`src/rtl/adder_pkg.sv`:
```
// Shared definitions for the serial flag adder.
// Holds the FSM state encoding and the default operand/chunk widths.
package adder_pkg;

  localparam int unsigned DefWidth = 16;
  localparam int unsigned DefChunk = 4;

  typedef enum logic [0:0] {
    StIdle = 1'b0,
    StRun  = 1'b1
  } state_e;

endpackage

```
`src/rtl/chunk_adder.sv`:
```
// Combinational CHUNK-bit adder slice with carry in and carry out.
// Ports:
//   i_a, i_b  : CHUNK-bit operand slices
//   i_cin     : carry into the slice
//   o_sum     : CHUNK-bit slice sum
//   o_cout    : carry out of the slice MSB
module chunk_adder #(
  parameter int unsigned CHUNK = 4
) (
  input  logic [CHUNK-1:0] i_a,
  input  logic [CHUNK-1:0] i_b,
  input  logic             i_cin,
  output logic [CHUNK-1:0] o_sum,
  output logic             o_cout
);

  // One extra bit of headroom captures the slice carry.
  logic [CHUNK:0] w_full;

  assign w_full = {1'b0, i_a} + {1'b0, i_b} + {{CHUNK{1'b0}}, i_cin};
  assign o_sum  = w_full[CHUNK-1:0];
  assign o_cout = w_full[CHUNK];

endmodule

```
`src/rtl/serial_flag_adder.sv`:
```
// Multi-cycle adder/subtractor that processes CHUNK bits per clock and
// reports sum plus carry, sign, zero, parity and overflow flags.
// Ports:
//   clk, rst_n      : clock, asynchronous active-low reset
//   start           : operation request (accepted when idle or on the
//                     completion edge of the running operation)
//   sub, cin        : 0 -> a+b+cin, 1 -> a-b (cin ignored)
//   a, b            : WIDTH-bit operands
//   busy            : operation in progress
//   done            : one-cycle pulse when new results are valid
//   sum, carry      : result and carry out (for sub, 1 = no borrow)
//   sign, zero      : sum MSB, sum == 0
//   parity          : even-parity indicator (~^sum)
//   overflow        : two's-complement overflow
module serial_flag_adder
  import adder_pkg::*;
#(
  parameter int unsigned WIDTH = DefWidth,
  parameter int unsigned CHUNK = DefChunk
) (
  input  logic             clk,
  input  logic             rst_n,
  input  logic             start,
  input  logic             sub,
  input  logic             cin,
  input  logic [WIDTH-1:0] a,
  input  logic [WIDTH-1:0] b,
  output logic             busy,
  output logic             done,
  output logic [WIDTH-1:0] sum,
  output logic             carry,
  output logic             sign,
  output logic             zero,
  output logic             parity,
  output logic             overflow
);

  // WIDTH must be a multiple of CHUNK.
  localparam int unsigned NCH = WIDTH / CHUNK;
  localparam int unsigned IdxW = (NCH > 1) ? $clog2(NCH) : 1;
  localparam logic [IdxW-1:0] LastIdx = IdxW'(NCH - 1);

  state_e           r_state;
  logic [WIDTH-1:0] r_a;
  logic [WIDTH-1:0] r_b;      // effective b (inverted for sub)
  logic [WIDTH-1:0] r_part;   // partial sums, filled chunk by chunk
  logic             r_c;      // running carry
  logic [IdxW-1:0]  r_idx;

  logic [WIDTH-1:0] r_sum;
  logic             r_carry;
  logic             r_sign;
  logic             r_zero;
  logic             r_parity;
  logic             r_ovf;
  logic             r_done;

  logic [WIDTH-1:0] w_beff;
  logic             w_cin_eff;
  logic [CHUNK-1:0] w_ca;
  logic [CHUNK-1:0] w_cb;
  logic [CHUNK-1:0] w_cs;
  logic             w_cout;
  logic [WIDTH-1:0] w_final;
  logic             w_ovf;

  assign w_beff    = sub ? ~b : b;
  assign w_cin_eff = sub | cin;

  assign w_ca = r_a[r_idx*CHUNK +: CHUNK];
  assign w_cb = r_b[r_idx*CHUNK +: CHUNK];

  chunk_adder #(
    .CHUNK (CHUNK)
  ) u_chunk_adder (
    .i_a    (w_ca),
    .i_b    (w_cb),
    .i_cin  (r_c),
    .o_sum  (w_cs),
    .o_cout (w_cout)
  );

  // Full result as it will be on the completion edge: lower chunks already
  // stored, top chunk straight from the adder.
  always_comb begin
    w_final = r_part;
    w_final[WIDTH-1 -: CHUNK] = w_cs;
  end

  assign w_ovf = (r_a[WIDTH-1] == r_b[WIDTH-1]) && (w_final[WIDTH-1] != r_a[WIDTH-1]);

  always_ff @(posedge clk or negedge rst_n) begin
    if (!rst_n) begin
      r_state  <= StIdle;
      r_a      <= '0;
      r_b      <= '0;
      r_part   <= '0;
      r_c      <= 1'b0;
      r_idx    <= '0;
      r_sum    <= '0;
      r_carry  <= 1'b0;
      r_sign   <= 1'b0;
      r_zero   <= 1'b0;
      r_parity <= 1'b0;
      r_ovf    <= 1'b0;
      r_done   <= 1'b0;
    end else begin
      r_done <= 1'b0;
      unique case (r_state)
        StIdle: begin
          if (start) begin
            r_a     <= a;
            r_b     <= w_beff;
            r_c     <= w_cin_eff;
            r_idx   <= '0;
            r_state <= StRun;
          end
        end
        StRun: begin
          r_part[r_idx*CHUNK +: CHUNK] <= w_cs;
          r_c   <= w_cout;
          r_idx <= r_idx + IdxW'(1);
          if (r_idx == LastIdx) begin
            r_sum    <= w_final;
            r_carry  <= w_cout;
            r_sign   <= w_final[WIDTH-1];
            r_zero   <= (w_final == '0);
            r_parity <= ~^w_final;
            r_ovf    <= w_ovf;
            r_done   <= 1'b1;
            // The completion edge also samples start so a held request
            // restarts immediately and busy stays high between operations.
            if (start) begin
              r_a   <= a;
              r_b   <= w_beff;
              r_c   <= w_cin_eff;
              r_idx <= '0;
            end else begin
              r_state <= StIdle;
            end
          end
        end
        default: r_state <= StIdle;
      endcase
    end
  end

  assign busy     = (r_state == StRun);
  assign done     = r_done;
  assign sum      = r_sum;
  assign carry    = r_carry;
  assign sign     = r_sign;
  assign zero     = r_zero;
  assign parity   = r_parity;
  assign overflow = r_ovf;

endmodule

```
`config.mk`:
```
export PLATFORM = sky130hd
export DESIGN_NAME = serial_flag_adder
export DESIGN_NICKNAME = d
export VERILOG_FILES = /design/src/rtl/adder_pkg.sv /design/src/rtl/chunk_adder.sv /design/src/rtl/serial_flag_adder.sv
export SDC_FILE = /design/constraint.sdc
export NUM_CORES = 1
export LEC_CHECK = 0
export CORE_UTILIZATION = 52
export CTS_CLUSTER_DIAMETER = 50
export DETAILED_ROUTE_END_ITERATION = 10
export PLACE_DENSITY = 0.84
export SYNTH_ARGS = -nofsm -noshare
export SYNTH_HDL_FRONTEND = slang
export SYNTH_SLANG_ARGS = --single-unit
```
`constraint.sdc`:
```
create_clock -name clk -period 4.9 [get_ports clk]
set_clock_uncertainty 0.15 [all_clocks]
set_input_delay 0.98 -clock clk [delete_from_list [all_inputs] [get_ports clk]]
set_output_delay 0.98 -clock clk [all_outputs]
set_load 0.1 [all_outputs]
```
==> flow_summary.yaml, run 1 <==
run_status:
  status: "complete, no violations"
timing:
  setup_slack_ps: 1040
  worst_pin_slew_ps: 1040
  rsz0062_at_grt: "false"
  finalMaxSlewViolations: 0
  setup_viol: 0
  min_period_over_period: 0.788
  slew_headroom: 0.306
  min_period_ps: 3860
  fmax_ghz: 0.259
  hold_violations: 0
  tns_ps: 0
setup_path:
  cp_common_cell: "xnor2_1"
  crit_chain: "mux4_2, fa_1, inv_1, fa_1, ha_1, xnor2_1, xnor3_1, xnor2_1, xnor2_1, o21ai_1"
  endpoint_kind: "flop"
  critPathRequiredTime_ps: 4930
  max_stage_delay_ps: 760
  crit_family: "adder cells"
  cp_slowest_cell: "dfrtp_1"
  worstSetupPathType: "reg -> reg"
  crit_fanout: 14
  cp-start-kind: "flop"
  worstPathArrival_ps: 3890
  cp_num_buf_inv: 1
cts:
  cts-resized-gates: 0
  cts_tree: "built"
  path_clk_slew_ps: 70
  hold_buffers: 0
  cts_root_buffer: "clkbuf_8"
  clk_latency_ps: 350
  htree_levels: 3
  clock_path_buffers: 2
  cts_sinks: 69
  cts_setup_buffers: 0
  cts-buffers-inserted: 9
detailed_routing:
  drtIter0Drc: 167
  avgRoutedWirePerCell_um: 14.2
  antenna_left: 0
  wl_um: 6160
  detail_route.drc_violations: 0
  dr_total_vias: 2271
  viasPerCell: 5.22
  drtPass1Iterations: 5
finish:
  finalInstanceArea_mm2: 0.00414
  drive_gt1_frac: 0.128
  nets: 409
  fin_cells: 435
  mostFrequentLayoutCells: "69 x dfrtp_1, 58 x clkdlybuf4s50_1, 55 x nand2_1"
  antenna-diode-count: 0
  layout_commonest_cell: "dfrtp_1"
  area_growth_syn_to_layout_pct: 23.5
die:
  num_rows: 28
  die_h_um: 82.3
  die_w_um: 82.3
  ios: 60
  placeableCoreArea_mm2: 0.00606
  die_area_mm2: 0.00677
  start_util: 0.553
logic_synthesis:
  ys_async_sr_fraction: 1.00
  synth_area_mm2: 0.00335
  syn_avg_cell_area_um2: 11.2
  ys_seq_area_frac: 0.516
  synth_cells: 298
  syn-num-nets: 352
  synth-seq-cells: 69
  ys_types: 29
  yosysWarnings: 0
  synth_enable_flop_cells: 0
  ys.flop_type: "dfrtp_1"
placed_design:
  dpl_cell_area_mm2: 0.00396
  place.gp.congestion: 0.786
  pre_cts_ws_ps: 1020
  io_buffers: 59
  dp_hpwl_um: 4580
  placed_cells: 419
global_routing:
  grt_pass1_wl_um: 10600
  grt_usage: 0.218
  grt_antenna_before_repair: 0
  grt_start_max_net_pins: 49
  first_global_vias: 2259
  overflow: 0
worst_hold_path:
  hold_path.class: "reg -> reg"
flow_run:
  max-cap-violations: 0
==> metal layers <==
metal	GRT usage	share of wire	routed length, um	vias up
li1	-	-	-	1114
met1	0.286	0.44	2730	1076
met5	0	0	0	-
met2	0.344	0.50	3070	75
met3	0.0648	0.050	308	6
met4	0.0789	0.0086	53	0
==> cells in the mapped netlist, drive strengths merged (3+ instances only) <==
master / n / area share
a21oi: 3 / 0.0045
buf: 3 / 0.0052
clkbuf: 12 / 0.019
dfrtp: 69 / 0.52
ha: 15 / 0.056
inv: 21 / 0.024
mux2: 16 / 0.054
mux4: 8 / 0.054
nand2: 55 / 0.062
nand3: 5 / 0.0075
nor2: 4 / 0.0045
o21ai: 36 / 0.054
o31ai: 13 / 0.029
or3: 3 / 0.0056
xnor2: 21 / 0.055
xor2: 3 / 0.016
==> registers in the layout, summed over array words and instances (netlist names), 2 cells and up <==
| name | flops |
|---|---|
| r_a | 16 |
| r_b | 16 |
| r_idx | 2 |
| r_part | 12 |
| sum | 16 |
==> worst min-delay path: stages, from the launching register on <==
cell     delay [ps]
dfrtp_1         340
nand2_1          40
o21ai_0          60
==> path summary, 6_finish.rpt <==
check | slack, ps | depth (start not counted) | to | startpoint
min in group asynchronous | 580 | 1 | r_part[2] | rst_n
hold reg to reg | 320 | 2 | r_b[12] | r_b[12]
setup reg to reg | 1040 | 10 | parity | r_idx[0]
setup / recovery | 1040 | 10 | parity | r_idx[0]
hold / removal | 320 | 2 | r_b[12] | r_b[12]
max in group asynchronous | 3110 | 2 | r_a[13] | rst_n
==> per-stage QoR <==
stage | hold slack [ps] | utilization
final | 324 | 0.683
after global routing | 353 | 0.683
after CTS | 331 | 0.683
after detailed placement | 315 | 0.654
after global placement | 310 | 0.654
after floorplan | 295 | -
==> area by class of cell <==
cell class / instances / area, um^2
fillers: 482 / 1920
flip-flops and latches: 69 / 1730
multi-input cells: 193 / 1460
repair buffers: 61 / 601
clock buffers: 10 / 138
well taps: 75 / 93.8
inverters: 21 / 78.8
clock inverters: 6 / 38.8
==> cells by family after synthesis <==
logic type	count (synthesis)	synth area share
simple gates	70	0.0848
flops	69	0.516
compound gates	57	0.0986
buf+inv	36	0.0482
xor+xnor	25	0.0773
mux	24	0.108
fa+ha+maj	17	0.0680
Power of run 1 is not shown: default switching activity piles up to over one toggle a cycle in this logic, so the estimate is an artifact.
==> inputs of run 2 (changes only) <==
Settings changed: CORE_UTILIZATION 52 to 47, PLACE_DENSITY 0.84 to 0.8.
Clock period 4.9 ns to 3.35 ns, I/O delays scaled along.
==> flow_summary.yaml, run 2 (synthesis results as in run 1) <==
run_status:
  status: "complete, no violations"
timing:
  setup_viol: 0
  hold_violations: 0
  hold-worst-slack_ps: 87.0
  min_period_ps: 3240
  finalMaxSlewViolations: 0
  worst_pin_slew_ps: 552
  setup_slack_ps: 109
  slew_headroom: 0.631
  min_period_over_period: 0.967
  fmax_ghz: 0.309
placed_design:
  pre_cts_ws_ps: 90.7
  io_buffers: 59
  dp_hpwl_um: 5030
  dpl_cell_area_mm2: 0.00400
  place.gp.congestion: 0.789
global_routing:
  overflow: 0
  grt_pass1_wl_um: 10900
  first_global_vias: 2411
  grt_antenna_before_repair: 0
  grt_usage: 0.194
  grt_start_max_net_pins: 49
setup_path:
  r2r-end: "parity"
  worstPathArrival_ps: 3300
  r2r_cells: 10
  critPathRequiredTime_ps: 3410
  cp-start-kind: "flop"
  worstSetupPathType: "reg -> reg"
  rrSetupSlack_ps: 110
  cp-endpoint: "parity"
  crit_fanout: 4
  crit_path_start: "r_idx[0]"
  endpoint_kind: "flop"
  r2r_start: "r_idx[0]"
finish:
  fillers: 584
  finalInstanceArea_mm2: 0.00418
  nets: 420
  multi_input_area_mm2: 0.00147
  regArea_mm2: 0.00173
  antenna-diode-count: 0
  area_growth_syn_to_layout_pct: 24.9
  layout_commonest_cell: "dfrtp_1"
  mostFrequentLayoutCells: "68 x dfrtp_1, 55 x nand2_1, 36 x buf_4"
  drive_gt1_frac: 0.216
cts:
  clk_latency_ps: 340
  cts_sinks: 69
  cts_tree: "built"
  path_clk_slew_ps: 70
  htree_levels: 3
  cts_root_buffer: "clkbuf_8"
  clock_path_buffers: 2
  cts-buffers-inserted: 9
detailed_routing:
  dr_total_vias: 2309
  avgRoutedWirePerCell_um: 13.9
  viasPerCell: 4.95
  wl_um: 6470
  drtPass1Iterations: 4
  detail_route.drc_violations: 0
  drtIter0Drc: 110
  antenna_left: 0
worst_hold_path:
  hold_path.class: "in -> async"
die:
  die_w_um: 86.4
  die_area_mm2: 0.00747
  ios: 60
  num_rows: 30
  die_h_um: 86.4
  placeableCoreArea_mm2: 0.00683
  start_util: 0.490
flow_run:
  max-cap-violations: 0
run 2: worst max-delay path, stage by stage (launching register included):
cell and delay [ps]:
dfrtp_2 410, mux4_2 530, fa_2 390, inv_2 60, fa_1 420, ha_1 300, xnor2_1 180, xnor3_1 280
xnor2_2 160, xnor2_1 170, o21ai_1 70
run 2: timing repair:
item	CTS	global route
gates resized for setup	0	2
hold buffers	0	0
hold endpoints to repair	0	0
buffers inserted	0	2
endpoints found under the setup margin	0	1
run 2: layout make-up:
cell class / instances / share of cell area
sequential: 69 / 0.413
multi-input combinational: 193 / 0.352
inverter: 21 / 0.0188
clock buffer: 13 / 0.0356
clock inverter: 2 / 0.00239
tap: 96 / 0.0287
timing repair buffer: 72 / 0.150
run 2: worst min path at each step:
stage                         start        end  slack (ps)  cells after the start
final                         rst_n     sum[0]          90                      1
after global routing          rst_n     sum[0]         100                      1
after CTS                     rst_n     sum[5]          80                      1
after detailed placement  r_part[2]  r_part[2]         320                      2
after global placement      r_b[14]    r_b[14]         310                      2
after floorplan               rst_n       busy         220                      0
run 2: routing by layer:
layer,GRT usage,up-vias,part of all wire
met4,0.0697,0,0.012
met2,0.345,66,0.51
met5,0,-,0
met3,0.0610,7,0.050
met1,0.220,1095,0.43
li1,-,1141,-
run 2: stage by stage:
step           utilization  std cells  setup TNS [ps]
2_1_floorplan            -        298               0
3_3_place_gp         0.586        449               0
3_5_place_dp         0.586        449               0
4_1_cts              0.609        464               0
5_1_grt              0.612        466           -31.9
6_report             0.612        466               0
Power of run 2 is left out for the same reason.
